File: config.mk
export PLATFORM = sky130hd
export DESIGN_NAME = td_rf_reader
export DESIGN_NICKNAME = d
export VERILOG_FILES = /design/src/rtl/td_rf_pkg.sv /design/src/rtl/td_pulse_sync.sv /design/src/rtl/td_rf_reader.sv
export SDC_FILE = /design/constraint.sdc
export NUM_CORES = 1
export LEC_CHECK = 0
export ABC_CLOCK_PERIOD_IN_PS = 2330
export CAP_MARGIN = 20
export CORE_UTILIZATION = 54
export CTS_BUF_LIST = sky130_fd_sc_hd__clkbuf_2
export DETAILED_ROUTE_END_ITERATION = 12
export GPL_TIMING_DRIVEN = 1
export PLACE_DENSITY_LB_ADDON = 0.3
export SLEW_MARGIN = 10
export SYNTH_ARGS = -nofsm -noshare
export SYNTH_HDL_FRONTEND = slang
export SYNTH_SLANG_ARGS = --single-unit
export TNS_END_PERCENT = 20
File: constraint.sdc
create_clock -name clk_i -period 2.33 [get_ports clk_i]
set_input_delay 0.466 -clock clk_i [delete_from_list [all_inputs] [get_ports clk_i]]
set_output_delay 0.466 -clock clk_i [all_outputs]
set_load 0.05 [all_outputs]
File: src/rtl/td_rf_pkg.sv
// Shared types and default sizing for the time-domain register file read controller.
package td_rf_pkg;

  localparam int CNT_W_DEF   = 8;
  localparam int TIMEOUT_DEF = 200;

  typedef logic [2:0] addr_t;

  typedef enum logic [2:0] {
    IDLE,
    LAUNCH,
    MEASURE,
    RESP,
    GAP
  } rd_state_t;

endpackage

File: src/rtl/td_pulse_sync.sv
// Multi-flop synchronizer for an asynchronous pulse input, followed by a
// rising-edge detector built on a registered copy of the synchronized level.
module td_pulse_sync #(
  parameter int SYNC_STAGES = 2
) (
  input  logic i_clk,
  input  logic i_rst_n,
  input  logic i_async,
  output logic o_edge
);

  logic [SYNC_STAGES-1:0] r_sync;
  logic                   r_prev;

  always_ff @(posedge i_clk or negedge i_rst_n) begin
    if (!i_rst_n) begin
      r_sync <= '0;
      r_prev <= 1'b0;
    end else begin
      r_sync <= {r_sync[SYNC_STAGES-2:0], i_async};
      r_prev <= r_sync[SYNC_STAGES-1];
    end
  end

  assign o_edge = r_sync[SYNC_STAGES-1] & ~r_prev;

endmodule

File: src/rtl/td_rf_reader.sv
// Read-side controller: launches a read pulse, times the returned A/B pulses
// in clock cycles and reports the resulting delay codes with timeout flags.
module td_rf_reader
  import td_rf_pkg::*;
#(
  parameter int CNT_W       = CNT_W_DEF,
  parameter int TIMEOUT     = TIMEOUT_DEF,
  parameter int GAP_CYC     = 4,
  parameter int SYNC_STAGES = 2
) (
  input  logic             clk_i,
  input  logic             rst_ni,
  input  logic             req_valid_i,
  output logic             req_ready_o,
  input  logic [2:0]       req_ra_i,
  input  logic [2:0]       req_rb_i,
  output logic             re_o,
  output logic [2:0]       ra_o,
  output logic [2:0]       rb_o,
  input  logic             a_i,
  input  logic             b_i,
  output logic             rsp_valid_o,
  input  logic             rsp_ready_i,
  output logic [CNT_W-1:0] rsp_a_o,
  output logic [CNT_W-1:0] rsp_b_o,
  output logic             rsp_a_to_o,
  output logic             rsp_b_to_o
);

  localparam int              GW      = (GAP_CYC > 1) ? $clog2(GAP_CYC) : 1;
  localparam logic [CNT_W-1:0] CNT_MAX = '1;
  localparam logic [CNT_W-1:0] TO_CODE = CNT_W'(TIMEOUT);

  rd_state_t        r_state, w_next;
  logic [CNT_W-1:0] r_cnt, r_rspA, r_rspB;
  logic             r_gotA, r_gotB, r_toA, r_toB, r_ready;
  addr_t            r_ra, r_rb;
  logic [GW-1:0]    r_gap;
  logic             w_edgeA, w_edgeB, w_accept, w_capA, w_capB;

  td_pulse_sync #(.SYNC_STAGES(SYNC_STAGES)) u_syncA (
    .i_clk  (clk_i),
    .i_rst_n(rst_ni),
    .i_async(a_i),
    .o_edge (w_edgeA)
  );

  td_pulse_sync #(.SYNC_STAGES(SYNC_STAGES)) u_syncB (
    .i_clk  (clk_i),
    .i_rst_n(rst_ni),
    .i_async(b_i),
    .o_edge (w_edgeB)
  );

  assign w_accept = req_valid_i & r_ready;
  assign w_capA   = r_gotA | w_edgeA;
  assign w_capB   = r_gotB | w_edgeB;

  always_comb begin
    w_next = r_state;
    case (r_state)
      IDLE:    if (w_accept) w_next = LAUNCH;
      LAUNCH:  w_next = MEASURE;
      MEASURE: if ((w_capA && w_capB) || (r_cnt == TO_CODE)) w_next = RESP;
      RESP:    if (rsp_ready_i) w_next = GAP;
      GAP:     if (r_gap == GW'(GAP_CYC - 1)) w_next = IDLE;
      default: w_next = IDLE;
    endcase
  end

  always_ff @(posedge clk_i or negedge rst_ni) begin
    if (!rst_ni) r_state <= IDLE;
    else         r_state <= w_next;
  end

  // Ready is registered so that every output reads 0 while reset is held.
  always_ff @(posedge clk_i or negedge rst_ni) begin
    if (!rst_ni) begin
      r_ready <= 1'b0;
      r_cnt   <= '0;
      r_ra    <= '0;
      r_rb    <= '0;
      r_rspA  <= '0;
      r_rspB  <= '0;
      r_gotA  <= 1'b0;
      r_gotB  <= 1'b0;
      r_toA   <= 1'b0;
      r_toB   <= 1'b0;
      r_gap   <= '0;
    end else begin
      r_ready <= (w_next == IDLE);
      case (r_state)
        IDLE: begin
          if (w_accept) begin
            r_ra  <= req_ra_i;
            r_rb  <= req_rb_i;
            r_cnt <= '0;
          end
        end
        LAUNCH: begin
          r_cnt  <= CNT_W'(1);
          r_gotA <= 1'b0;
          r_gotB <= 1'b0;
          r_toA  <= 1'b0;
          r_toB  <= 1'b0;
          r_rspA <= '0;
          r_rspB <= '0;
        end
        MEASURE: begin
          if (r_cnt != CNT_MAX) r_cnt <= r_cnt + CNT_W'(1);
          if (!r_gotA && w_edgeA) begin
            r_gotA <= 1'b1;
            r_rspA <= r_cnt;
          end
          if (!r_gotB && w_edgeB) begin
            r_gotB <= 1'b1;
            r_rspB <= r_cnt;
          end
          // An edge landing in the final cycle still wins over the timeout.
          if (r_cnt == TO_CODE) begin
            if (!w_capA) begin
              r_rspA <= TO_CODE;
              r_toA  <= 1'b1;
            end
            if (!w_capB) begin
              r_rspB <= TO_CODE;
              r_toB  <= 1'b1;
            end
          end
        end
        RESP:    if (rsp_ready_i) r_gap <= '0;
        GAP:     r_gap <= r_gap + GW'(1);
        default: ;
      endcase
    end
  end

  assign req_ready_o = r_ready;
  assign re_o        = (r_state == LAUNCH);
  assign rsp_valid_o = (r_state == RESP);
  assign ra_o        = r_ra;
  assign rb_o        = r_rb;
  assign rsp_a_o     = r_rspA;
  assign rsp_b_o     = r_rspB;
  assign rsp_a_to_o  = r_toA;
  assign rsp_b_to_o  = r_toB;

endmodule

After elaboration in Yosys (flattened, before gate mapping)
Cells that the tools add are included.
Storage, ports and cells
  register bits: 46
  bits in latches: 0
  bits in writable memories: 0
  memory bits (read-only): 0
  bits of input ports: 12
  output and inout bits: 27
  logic and storage cells: 86
  memories kept: 0
Operators by class
  add/sub/neg operators: 2
  $mul: 0
  div/mod/pow operators: 0
  order comparisons: 0
  equal/unequal tests: 15
  shift-type cells: 0
  multiplexer cells: 28
  bitwise logic cells: 7
  reductions and logical operators: 18
Operators with widths (count)
  $mux 8: 8
  $pmux 8 s2: 2
  $pmux 8 s3: 1
  $pmux 3 s5: 1
  $ne 2x2->1 const B: 7
  $mux 3: 4
  $reduce_and 3->1: 3
  $add 8x1->8 const B: 1
  $eq 8x8->1 const B: 1
  $ne 8x8->1 const B: 1
  $pmux 1 s2: 4
  $reduce_and 2->1: 4
  $eq 3x2->1 const B: 2
  $logic_not 3->1: 2
  $mux 1: 6
  $pmux 2 s2: 1
  $reduce_bool 2->1: 2
  $and 1x1->1: 3
  $eq 3x1->1 const B: 1
  $eq 3x3->1 const B: 1
  $logic_and 1x1->1: 3
  $reduce_bool 3->1: 1
  $add 2x1->2 const B: 1
  $eq 2x2->1 const B: 1
  6 further kinds: 9

Depth between registers and ports, before layout
  depth in word-level cells: 8
  depth in mapped cells: 6

Hierarchy
Synthesis repeated with hierarchy kept, for this count alone.
Second synthesis, totals
  cells, all modules: 197
  area total of the unflattened synthesis: 2169.6 um2
By module, submodules not included
  td_rf_reader: instances 1, cells an instance 189, area each 1991.9 um2
  td_pulse_sync: instances 2, cells an instance 4, area each 88.8 um2

Worst setup path before layout
Ideal clock, no wire load.
  kind: reg-to-reg
  from: reg r_state[2]
  to: reg r_cnt[0]
  arrival time: 1.599 ns
  required time: 2.205 ns
  setup slack: 0.605 ns
  cell stages (with the launch flop): 7
  cell sequence: dfrtp_1 > buf_6 > or3b_1 > buf_6 > nor3_4 > nor2_2 > mux2_4
On the way
  longest elaborated chain between the ends: 3
  elaborated cells on any way between the ends: 8
  those cells by class: eq/ne: 4; mux: 1; reduce/logical: 3
Ends and longest elaborated chain
  from (decl): RTL line td_rf_reader.sv:34  | rd_state_t r_state, w_next;
  from (signal assigned): RTL line td_rf_reader.sv:73  | else r_state <= w_next;
  $eq 3x2->1, or another cell as far along: RTL line td_rf_reader.sv:92  | case (r_state)
  $ne 2x2->1 (no line) / $reduce_bool 3->1 (equally long branches)
  $reduce_and 3->1 (no line)
  to (signal assigned): RTL line td_rf_reader.sv:110  | if (r_cnt != CNT_MAX) r_cnt <= r_cnt + CNT_W'(1);
  to (decl): RTL line td_rf_reader.sv:35  | logic [CNT_W-1:0] r_cnt, r_rspA, r_rspB;
Parallel ways exist; a longest one is shown, timed or not.
A chain may end at the register's enable or synchronous reset.

Worst setup path in the final report
  from: reg r_state[2]
  to: out re_o
On the way
  longest elaborated chain between the ends: 1
Ends and longest elaborated chain
  $eq 3x1->1: RTL line td_rf_reader.sv:139  | assign re_o = (r_state == LAUNCH);
  to (decl): RTL line td_rf_reader.sv:17  | output logic re_o,
No other way between the ends.

==> impl_metrics.toml <==
[status]
run_status = "finished, final reports clean"

[critical_path]
cpLargestDelayFamily = "buffers and inverters"
r2r.worst_path.cells = 6
worstReg2RegEnd = "rsp_a_o[5]$_DFFE_PN0P_"
rrSetupSlack_ns = 0.52
rr_startpoint = "r_cnt[0]$_DFFE_PN0P_"
critPathMaxStageDelay_ns = 0.45
crit_chain = "buf_4, nor2_1, nand2_2, inv_1, buf_12"
path_class = "reg -> out"
arrival_ns = 1.70
critPathMaxFanout = 15
path_buf_inv = 3
slowest_stage = "dfrtp_1"
worst_ep_required_time_ns = 1.86
crit_path_end_kind = "primary output"
crit_path_start_kind = "flip-flop"

[pwr]
p_per_area_mw_per_mm2 = 1120
power_frac_clock = 0.142
leakagePower_uw = 0.00122
peakVddDrop_v = 0.000907
combPwrFrac = 0.496
p_sw_uw = 1310
sequentialPowerShare = 0.362
switching_share = 0.438
internal-power_uw = 1680

[synth]
yosys_warnings = 0
synth-seq-cells = 46
yosys_most_used_dff = "dfrtp_1"
avgSynthCellArea_um2 = 10.5
netlist_area_mm2 = 0.00213
syn_inst = 203
synth_edf_count = 0
synth_fp_nets = 218
ys_async_sr_fraction = 1.00
ys_seq_area_frac = 0.540
synth_cell_type_count = 45

[timing]
maxSlewViolCount = 0
whs_ns = 0.339
finClkSkew_ns = 0.0235
setup_violations = 0
fmax_mhz = 461
finalHoldViolCount = 0
timing.slew.headroom = 0.633
rsz0062_at_grt = "no"
setup_ws_ns = 0.160
worst_pin_slew_ns = 0.546
timing.final.crit_share = 0.931
fin_tns_setup_ns = 0
period_minus_slack_ns = 2.17

[floorplan]
initial_core_util = 0.574
row_count = 22
die_y_um = 64.8
io-pin-count = 39
core_area_mm2 = 0.00372
fp.dieW_um = 64.8
dieArea_mm2 = 0.00420

[place]
place.gp.congestion = 0.904
post-dp-hpwl_um = 3400
io_buffers = 38
dp_worst_setup_slack_ns = 0.369

[routing]
routedWlPerCell_um = 15.2
drt_pass1_iterations = 4
antenna_left = 0
drcViolationCount = 0
drt-total-wl_um = 4530
num_vias = 1682
drtIter0Drc = 83
vias_per_cell = 5.66

[flow_run]
maxCapViolations = 0

[cells_and_area]
final_layout_size_suffix_gt1_frac = 0.145
nFillCells = 284
nNetsFinal = 263
utilization = 0.715
antenna_cells = 0
syn_to_final_growth_pct = 24.6

[clock_tree]
htreeDepth = 2
cts_buffers = 5
cts_root_buffer = "clkbuf_2"
clock-sinks = 46
cts.clk_slew.worst_paths_ns = 0.21
clock_latency_ns = 0.42
cts_tree = "built"
ctsLongestPathBuffers = 2

[grt]
grt_max_degree = 24
groute.usage.overall = 0.249
antenna_found_initial = 0
grt_pass1_wl_um = 7840
grt_overflow_total = 0
first_global_vias = 1663

[worst_hold_path]
hp-class = "in -> async"
timing repair:
item / 4_1_cts / 5_1_grt
setup buffers: 0 / 0
setup endpoints to repair: 0 / 1
endpoints found under the hold margin: 3 / 0
hold buffers: 1 / 0
gates resized for setup: 0 / 1
synthesized netlist by cell type (all sizes together), types with 2 or more instances:
library cell / number / area, um2
o211ai: 2 / 15.0
o21ai: 15 / 75.1
clkbuf: 4 / 15.0
ha: 3 / 37.5
nand4: 2 / 12.5
and2: 4 / 25.0
nor3: 3 / 31.3
a41oi: 2 / 17.5
nand3: 10 / 50.1
mux2: 7 / 82.6
a21o: 4 / 30.0
inv: 5 / 18.8
nor2b: 2 / 12.5
a22o: 2 / 17.5
o22ai: 3 / 18.8
nand2: 25 / 93.8
a21oi: 12 / 60.1
nor4: 3 / 31.3
nor2: 16 / 62.6
or4: 2 / 15.0
mux2i: 6 / 60.1
buf: 4 / 32.5
or2: 2 / 12.5
or3b: 3 / 26.3
and3: 3 / 18.8
o21a: 2 / 15.0
dfrtp: 46 / 1150
state kept, by name, indices dropped and copies added, names as in the netlist, 2 cells and up:
| signal | cells |
|---|---|
| r_cnt | 8 |
| r_gap | 2 |
| r_state | 3 |
| ra_o | 3 |
| rb_o | 3 |
| rsp_a_o | 8 |
| rsp_b_o | 8 |
| u_syncA.r_sync | 2 |
| u_syncB.r_sync | 2 |
metal layers:
layer	up-vias	global-route usage	wire, um
li1	814	-	-
met1	798	0.343	2080
met2	63	0.388	2110
met3	7	0.0669	283
met4	0	0.0694	57
met5	-	0	0
metrics by stage:
stage / area [um2] / total power (uW) / instances
5_1_grt: 2660 / 3180 / 297
3_3_place_gp: 2580 / 2530 / 288
4_1_cts: 2660 / 2990 / 297
6_report: 2660 / 2990 / 297
3_5_place_dp: 2580 / 2560 / 288
2_1_floorplan: 2130 / 2130 / 203
final cells by class:
class                      instances  area, um2  area share
sequential                        46       1150       0.433
inverter                           5       18.8     0.00706
multi-input combinational        144        917       0.345
clock inverter                     3       40.0      0.0151
clock buffer                       5       25.0     0.00942
tap                               48       60.1      0.0226
timing repair buffer              46        445       0.168
power by group through the flow:
| stage | registers (uW) | logic [uW] | clock network, uW |
|---|---|---|---|
| floorplan | 1360 | 767 | 0 |
| global placement | 1090 | 1440 | 0 |
| detailed placement | 1090 | 1470 | 0 |
| CTS | 1080 | 1480 | 435 |
| global route | 1100 | 1600 | 472 |
| finish | 1080 | 1480 | 425 |
cells by family after synthesis:
family          synth area share
mux                       0.0669
simple gates               0.205
flops                      0.540
compound gates             0.135
fa+ha+maj                 0.0176
xor+xnor                 0.00411
buf+inv                   0.0311
worst max path at each step:
stage | startpoint | endpoint | cells after the start
3_5_place_dp | req_valid_i | r_cnt[0]$_DFFE_PN0P_ | 5
6_report | r_state[2]$_DFF_PN0_ | re_o | 5
4_1_cts | r_state[2]$_DFF_PN0_ | re_o | 5
2_1_floorplan | r_state[2]$_DFF_PN0_ | r_cnt[0]$_DFFE_PN0P_ | 6
3_3_place_gp | req_valid_i | r_cnt[5]$_DFFE_PN0P_ | 5
5_1_grt | r_state[2]$_DFF_PN0_ | re_o | 5
cell usage in the layout (no fill, tap or decap), drive strengths merged, types with 2 or more instances in the layout:
cell type / n
a21o: 4
dfrtp: 46
and3: 3
or3b: 3
o21a: 2
nand2: 25
o22ai: 3
and2: 4
or4: 2
ha: 3
inv: 5
nor2: 16
clkbuf: 5
or2: 2
nor3: 3
o21ai: 15
nand4: 2
buf: 10
a41oi: 2
nor4: 3
o211ai: 2
mux2i: 6
a22o: 2
mux2: 7
clkinv: 2
clkdlybuf4s50: 35
nand3: 10
a21oi: 12
nor2b: 2
Power figures use the tool's default switching activity.
